`src/rtl/scope_capture_ctrl_if.sv`:
```
// Write port of the external ping-pong sample RAM, plus the bank the renderer reads.
// The capture sequencer is the master; the RAM/renderer side is the slave.
interface scope_capture_ctrl_if #(
   parameter int DATA_W = 12,
   parameter int ADDR_W = 10
);
   logic              wr_en;
   logic              wr_bank;
   logic [ADDR_W-1:0] wr_addr;
   logic [DATA_W-1:0] wr_data;
   logic              rd_bank;

   modport master (output wr_en, wr_bank, wr_addr, wr_data, rd_bank);
   modport slave  (input  wr_en, wr_bank, wr_addr, wr_data, rd_bank);
endinterface

```
`src/rtl/scope_capture_ctrl.sv`:
```
// Trigger/capture sequencer: decimates the sample stream, arms on a rising level
// crossing and writes one screen-width record into the write half of a ping-pong RAM.
module scope_capture_ctrl #(
   parameter int DATA_W         = 12,
   parameter int DEPTH          = 640,
   parameter int ADDR_W         = 10,
   parameter int TIMEOUT_FRAMES = 4
) (
   input  logic                     clk100,
   input  logic                     reset,
   input  logic signed [DATA_W-1:0] sample_in,
   input  logic                     sample_valid,
   input  logic                     frame_start,
   input  logic signed [DATA_W-1:0] trig_level,
   input  logic [7:0]               decim,
   scope_capture_ctrl_if.master     ram,
   output logic                     capture_done,
   output logic                     trig_timeout
);

   typedef enum logic [1:0] {
      ARM,
      WAIT_TRIG,
      CAPTURE,
      HOLD
   } state_t;

   state_t                   state;
   logic [7:0]               dec_cnt;
   logic [7:0]               decim_l;
   logic [7:0]               tmo_cnt;
   logic signed [DATA_W-1:0] trig_level_l;
   logic signed [DATA_W-1:0] prev;
   logic [ADDR_W-1:0]        idx;
   logic                     auto_flag;

   logic accept;
   logic crossing;
   logic timed_out;

   assign accept    = sample_valid && (dec_cnt == decim_l);
   assign crossing  = (prev < trig_level_l) && (sample_in >= trig_level_l);
   assign timed_out = (tmo_cnt == 8'(TIMEOUT_FRAMES));

   // Decimation counter runs in every state so the sample phase never depends on the FSM.
   always_ff @(posedge clk100 or posedge reset) begin
      if (reset) begin
         dec_cnt <= '0;
      end else if (sample_valid) begin
         if (dec_cnt == decim_l) begin
            dec_cnt <= '0;
         end else begin
            dec_cnt <= dec_cnt + 8'd1;
         end
      end
   end

   // Settings follow the ports only while armed, so a record is taken with one setup.
   always_ff @(posedge clk100 or posedge reset) begin
      if (reset) begin
         decim_l      <= '0;
         trig_level_l <= '0;
      end else if (state == ARM) begin
         decim_l      <= decim;
         trig_level_l <= trig_level;
      end
   end

   always_ff @(posedge clk100 or posedge reset) begin
      if (reset) begin
         state        <= ARM;
         ram.wr_en    <= 1'b0;
         ram.wr_addr  <= '0;
         ram.wr_data  <= '0;
         ram.wr_bank  <= 1'b0;
         ram.rd_bank  <= 1'b1;
         capture_done <= 1'b0;
         trig_timeout <= 1'b0;
         prev         <= '0;
         tmo_cnt      <= '0;
         idx          <= '0;
         auto_flag    <= 1'b0;
      end else begin
         ram.wr_en <= 1'b0;
         case (state)
            ARM: begin
               if (accept) begin
                  prev    <= sample_in;
                  tmo_cnt <= '0;
                  state   <= WAIT_TRIG;
               end
            end

            WAIT_TRIG: begin
               // The trigger decision below sees the count from before this edge.
               if (frame_start && !timed_out) begin
                  tmo_cnt <= tmo_cnt + 8'd1;
               end
               if (accept) begin
                  prev <= sample_in;
                  if (crossing || timed_out) begin
                     ram.wr_en   <= 1'b1;
                     ram.wr_addr <= '0;
                     ram.wr_data <= sample_in;
                     auto_flag   <= !crossing;
                     idx         <= ADDR_W'(1);
                     state       <= CAPTURE;
                  end
               end
            end

            CAPTURE: begin
               if (accept) begin
                  ram.wr_en   <= 1'b1;
                  ram.wr_addr <= idx;
                  ram.wr_data <= sample_in;
                  idx         <= idx + ADDR_W'(1);
                  if (idx == ADDR_W'(DEPTH - 1)) begin
                     capture_done <= 1'b1;
                     state        <= HOLD;
                  end
               end
            end

            HOLD: begin
               // Banks only swap in vertical blank so the renderer never shows a torn trace.
               if (frame_start) begin
                  ram.wr_bank  <= ~ram.wr_bank;
                  ram.rd_bank  <= ~ram.rd_bank;
                  trig_timeout <= auto_flag;
                  capture_done <= 1'b0;
                  state        <= ARM;
               end
            end

            default: state <= ARM;
         endcase
      end
   end

endmodule

```
`src/flat_wrapper.sv`:
```
// flat-port wrapper written by rule: the top's interface ports become plain ports
module scope_capture_ctrl_flat 
#(
   parameter int DATA_W         = 12,
   parameter int DEPTH          = 640,
   parameter int ADDR_W         = 10,
   parameter int TIMEOUT_FRAMES = 4
)
  (clk100, reset, sample_in, sample_valid, frame_start, trig_level, decim, capture_done, trig_timeout, ram_wr_en, ram_wr_bank, ram_wr_addr, ram_wr_data, ram_rd_bank);
  scope_capture_ctrl_if #(.DATA_W(DATA_W), .ADDR_W(ADDR_W)) ram_i ();
  input  logic clk100;
  input  logic reset;
  input  logic signed [DATA_W-1:0] sample_in;
  input  logic sample_valid;
  input  logic frame_start;
  input  logic signed [DATA_W-1:0] trig_level;
  input  logic [7:0] decim;
  output logic capture_done;
  output logic trig_timeout;
  output wire logic [$bits(ram_i.wr_en)-1:0] ram_wr_en;
  output wire logic [$bits(ram_i.wr_bank)-1:0] ram_wr_bank;
  output wire logic [$bits(ram_i.wr_addr)-1:0] ram_wr_addr;
  output wire logic [$bits(ram_i.wr_data)-1:0] ram_wr_data;
  output wire logic [$bits(ram_i.rd_bank)-1:0] ram_rd_bank;
  assign ram_wr_en = ram_i.wr_en;
  assign ram_wr_bank = ram_i.wr_bank;
  assign ram_wr_addr = ram_i.wr_addr;
  assign ram_wr_data = ram_i.wr_data;
  assign ram_rd_bank = ram_i.rd_bank;
  scope_capture_ctrl #(.DATA_W(DATA_W), .DEPTH(DEPTH), .ADDR_W(ADDR_W), .TIMEOUT_FRAMES(TIMEOUT_FRAMES)) u_core (.clk100(clk100), .reset(reset), .sample_in(sample_in), .sample_valid(sample_valid), .frame_start(frame_start), .trig_level(trig_level), .decim(decim), .ram(ram_i), .capture_done(capture_done), .trig_timeout(trig_timeout));
endmodule
```
`config.mk`:
```
export PLATFORM = sky130hd
export DESIGN_NAME = scope_capture_ctrl_flat
export DESIGN_NICKNAME = d
export VERILOG_FILES = /design/src/rtl/scope_capture_ctrl_if.sv /design/src/rtl/scope_capture_ctrl.sv /design/src/flat_wrapper.sv
export SDC_FILE = /design/constraint.sdc
export NUM_CORES = 1
export LEC_CHECK = 0
export CORE_MARGIN = 5
export CORE_UTILIZATION = 50
export CTS_CLUSTER_SIZE = 20
export DETAILED_ROUTE_END_ITERATION = 6
export GPL_ROUTABILITY_DRIVEN = 0
export PLACE_DENSITY = 0.8
export REMOVE_ABC_BUFFERS = 1
export SLEW_MARGIN = 20
export SYNTH_ARGS = -nofsm -noshare
export SYNTH_HDL_FRONTEND = slang
export SYNTH_SLANG_ARGS = --single-unit
```
`constraint.sdc`:
```
create_clock -name clk100 -period 2.73 [get_ports clk100]
set_clock_uncertainty 0.05 [all_clocks]
set_input_delay 0.273 -clock clk100 [delete_from_list [all_inputs] [get_ports clk100]]
set_output_delay 0.273 -clock clk100 [all_outputs]
set_load 0.02 [all_outputs]
```
==> parameters.txt <==
Parameter                              Value

Pwr
  IR Drop Worst-Case VDD    495 uV
  Psw    about 2.3 mW
  Sequential Power Share    about 36%
  Leak pwr    2.67 nW
  Switching share of power    between 30% and 40%
  Cell-internal power    3.43 mW
  Ratio of total power to cell area    948 nW/um2
  Combinational cell fraction of total power    48.9%
  Total power of the final layout    about 5.7 mW
  Part of the power in the clock network    about 15%

GRT
  Vias in the first global route    3800
  Overall routing resource usage    19.7%
  Antenna violations before repair    0
  Pin count of the biggest net entering global routing    37
  Leftover overflow at the end of global routing    0
  First-pass GRT wire length    18400 um

Route
  Detailed Route Iter0 Violations    210
  Per-cell routed wire length    15.8 um
  Routed vias/inst    about 5.5
  Residual antenna-violating net count after detailed routing    0
  Total wire length after detailed routing    around 11000 um
  Vias after detailed routing    between 3000 and 4000
  Router iterations before antenna repair    5
  Drt drc    0

Yosys
  Number of warnings printed during yosys synthesis    0
  Post-synth EDFFs    0
  Post-synthesis cell type count    56
  Synth async-reset ratio    between 90% and 100%
  Sequential fraction of the synthesis area    a little under half
  Largest cells by area after synthesis    dfrtp_1 46%, ha_1 8.1%, mux2_2 5.4%
  Most area-hungry cell type in the Yosys netlist    dfrtp_1
  #FFs+latches synth    88
  Main synth FF type    dfrtp_1
  Synthesized instance count    roughly 460
  Synth top area share    between 40 and 50%
  Mean instance size in the synthesized netlist    ~10 um2
  Post-synthesis cell area    4780 um2

Cells and area
  Layout net count    610
  Diode insertion count for antenna repair    0
  Finished Core Util    64.7%
  Layout overhead on the synthesized area    25.6%
  Final cell count without fillers    677
  Proportion of layout cells with a drive suffix above 1    between 20% and 30%
  Area of the multi-input gates    2390 um2
  Final instance area    6010 um2
  Sequential Area    2200 um2
  Fill count    732

Clock network
  Clock input transition at the sequential cells of the worst setup and hold paths    0.09 ns
  CTS Buf Count    9
  Maximum number of buffers from clock root to sink    2
  Cell at the root of the clock tree    clkbuf_8
  Clock tree from TritonCTS    done
  # clock sinks    just under 90
  H-tree depth reported by CTS    3
  Source-to-sink clock delay at the later pin of the worst-skew pair    0.36 ns

STA
  Headroom to the max-slew limit    between 50% and 60%
  Final number of hold-violating endpoints    0
  Fmax    around 0.37 GHz
  PnR worst setup slack    about 0.058 ns
  Hold WS    between 0.2 and 0.25 ns
  Final sum of negative setup slack    0 ns
  Final worst-path cycle share    between 90 and 100%
  Worst-Margin Slew    0.667 ns
  Final Setup Violations    0
  Post-layout min period    about 2.7 ns
  Max Slew Vio Count    0

Placement
  Placed Instance Area    approximately 5700 um2
  DPL Wire Length    between 7000 and 8000 um
  Instance count after placement with tap cells included    between 600 and 700
  Count of buffers from port buffering    a little over 60
  Placement-stage worst setup slack    -0.372 ns

Floorplanning
  Die W    about 110 um
  Die area    around 12000 um2
  Core box area    ~9300 um2
  Row cnt    35
  Number of primary I/O pins    63
  Initial Utilization    about half
  Vertical die dimension    108 um

Worst setup path
  Critical Path Source Type    register
  Max FO, Critical Path    6
  Crit path capture type    register
  Cell type of the slowest stage on the worst timing path    a2111oi_4
  Dominant delay contributor by cell family on the critical path    simple AND/OR/NAND/NOR gates
  Critical path required time    approximately 2.9 ns
  WS Path Type    reg -> reg
  Worst path max stage delay    about 0.37 ns
  Data arrival time of the critical path    about 2.9 ns
  CP cell instances    inv_1, ha_1, and4_4, nand2_2, a2111oi_4, nor3_2, nor4_2, or2_4, buf_4, mux2_4
  Number of buffers and inverters on the critical path    2

Status
  Result of the run    finished, final reports clean

Min path
  Hold Crit Class    in -> async

Run
  Number of maximum-capacitance constraint violations    0
-- layout by cell type (no fill, tap or decap), types with 5 or more instances in the layout --
cell type        Yosys  routed
dfrtp_1             87      87
clkdlybuf4s50_1      0      62
nand2_1             46      45
inv_1               36      33
o21ai_0             32      31
buf_4                1      30
ha_1                31      29
nor2_1              23      23
mux2_2              23      23
xnor2_1             13      13
nand3_1             12      12
mux2_4              11      11
clkbuf_8             0      11
mux2i_1             10       9
a21oi_1              9       9
nand4_1              8       8
nor3_1               7       6
nand2b_1             6       6
o31ai_1              6       6
a41oi_1              5       5
and2_1               5       5
-- Yosys cell counts (2+ instances only) --
master     number
o21a_1          4
nand2_1        46
or2_2           4
mux2i_1        10
xor2_1          4
clkbuf_1       11
ha_1           31
a41o_1          3
nor3_1          7
a311oi_1        2
a2111oi_2       2
nand4_1         8
a31oi_1         2
mux2_2         23
or3_1           3
mux2_4         11
and2_1          5
o21ai_0        32
dfrtp_1        87
xnor2_1        13
a21oi_1         9
buf_1           3
a31o_2          4
nor3_2          2
o211ai_1        4
a21o_1          4
nand2b_1        6
nand3_1        12
o41ai_1         4
nor4_1          3
inv_1          36
buf_6           2
buf_2           3
o31ai_1         6
nor2b_1         3
a41oi_1         5
nor2_1         23
-- path summary, 6_finish.rpt --
kind	start	to	slack (ns)	cells past startpoint
worst max-delay path	u_core.trig_level_l[10]	u_core.ram.wr_data[1]	0.06	10
worst min-delay path	reset	u_core.ram.wr_data[4]	0.25	2
worst max register to register	u_core.trig_level_l[10]	u_core.ram.wr_data[1]	0.06	10
worst min register to register	u_core.ram.wr_bank	u_core.ram.wr_bank	0.43	1
max in group asynchronous	reset	u_core.tmo_cnt[0]	1.69	3
min in group clk100	trig_level[4]	u_core.trig_level_l[4]	0.41	3
-- state kept, by name, indices dropped and copies added (netlist names) --
name	cells
u_core.prev	12
u_core.ram.wr_data	12
u_core.trig_level_l	12
u_core.idx	10
u_core.ram.wr_addr	10
u_core.dec_cnt	8
u_core.decim_l	8
u_core.tmo_cnt	8
u_core.state	2
u_core.auto_flag	1
u_core.capture_done	1
u_core.ram.rd_bank	1
u_core.ram.wr_bank	1
u_core.ram.wr_en	1
u_core.trig_timeout	1
-- power groups by stage --
| stage | sequential (mW) | clock, mW | combinational (mW) |
|---|---|---|---|
| 3_5_place_dp | 2.09 | 0 | 2.67 |
| 5_1_grt | 2.14 | 0.914 | 3.07 |
| 4_1_cts | 2.07 | 0.862 | 2.70 |
| 3_3_place_gp | 2.06 | 0 | 2.55 |
| 2_1_floorplan | 2.17 | 0 | 1.60 |
| 6_report | 2.07 | 0.841 | 2.79 |
-- cell families (layout without fill, tap and decap cells) --
logic type / count (synthesis) / in the layout / share of synthesized area, %
adders and majority gates: 31 / 31 / 8.11
muxes: 44 / 44 / 11.0
buffers and inverters: 57 / 149 / 5.28
AOI/OAI and AO/OA: 89 / 89 / 12.8
and+or+nand+nor: 130 / 130 / 13.7
DFF: 88 / 88 / 46.1
xor gates and xnor gates: 17 / 17 / 3.11
-- worst register-to-register path: cells and delay by family (launching register included) --
family,cells,cell delay (ns)
AOI/OAI and AO/OA,1,0.37
DFF,1,0.33
muxes,1,0.31
buffers and inverters,2,0.27
and+or+nand+nor,5,0.94
adders and majority gates,1,0.31
-- layout make-up --
cell class	instances	share of cell area (%)
clock buffers	12	2.58
repair buffers	97	15.6
clock inverters	4	0.479
inverters	36	2.27
well taps	129	2.69
multi-input cells	311	39.7
flip-flops and latches	88	36.7
-- layer usage --
metal	wire [um]	global-route usage [%]	share of wire [%]	up-vias
li1	-	-	-	1784
met1	4880	26.8	46	1827
met2	5160	32.0	48	108
met3	430	2.70	4.0	22
met4	231	7.39	2.2	0
met5	0	0	0	-
-- timing repair --
| action | 4_1_cts | 5_1_grt |
|---|---|---|
| endpoints found under the setup margin | 21 | 15 |
| hold buffers | 0 | 0 |
| endpoints found under the hold margin | 0 | 0 |
| gates cloned | 0 | 1 |
| setup buffers | 0 | 1 |
| gates resized for setup | 5 | 11 |
| pin swaps | 3 | 9 |
(Power assumes the default switching activity.)
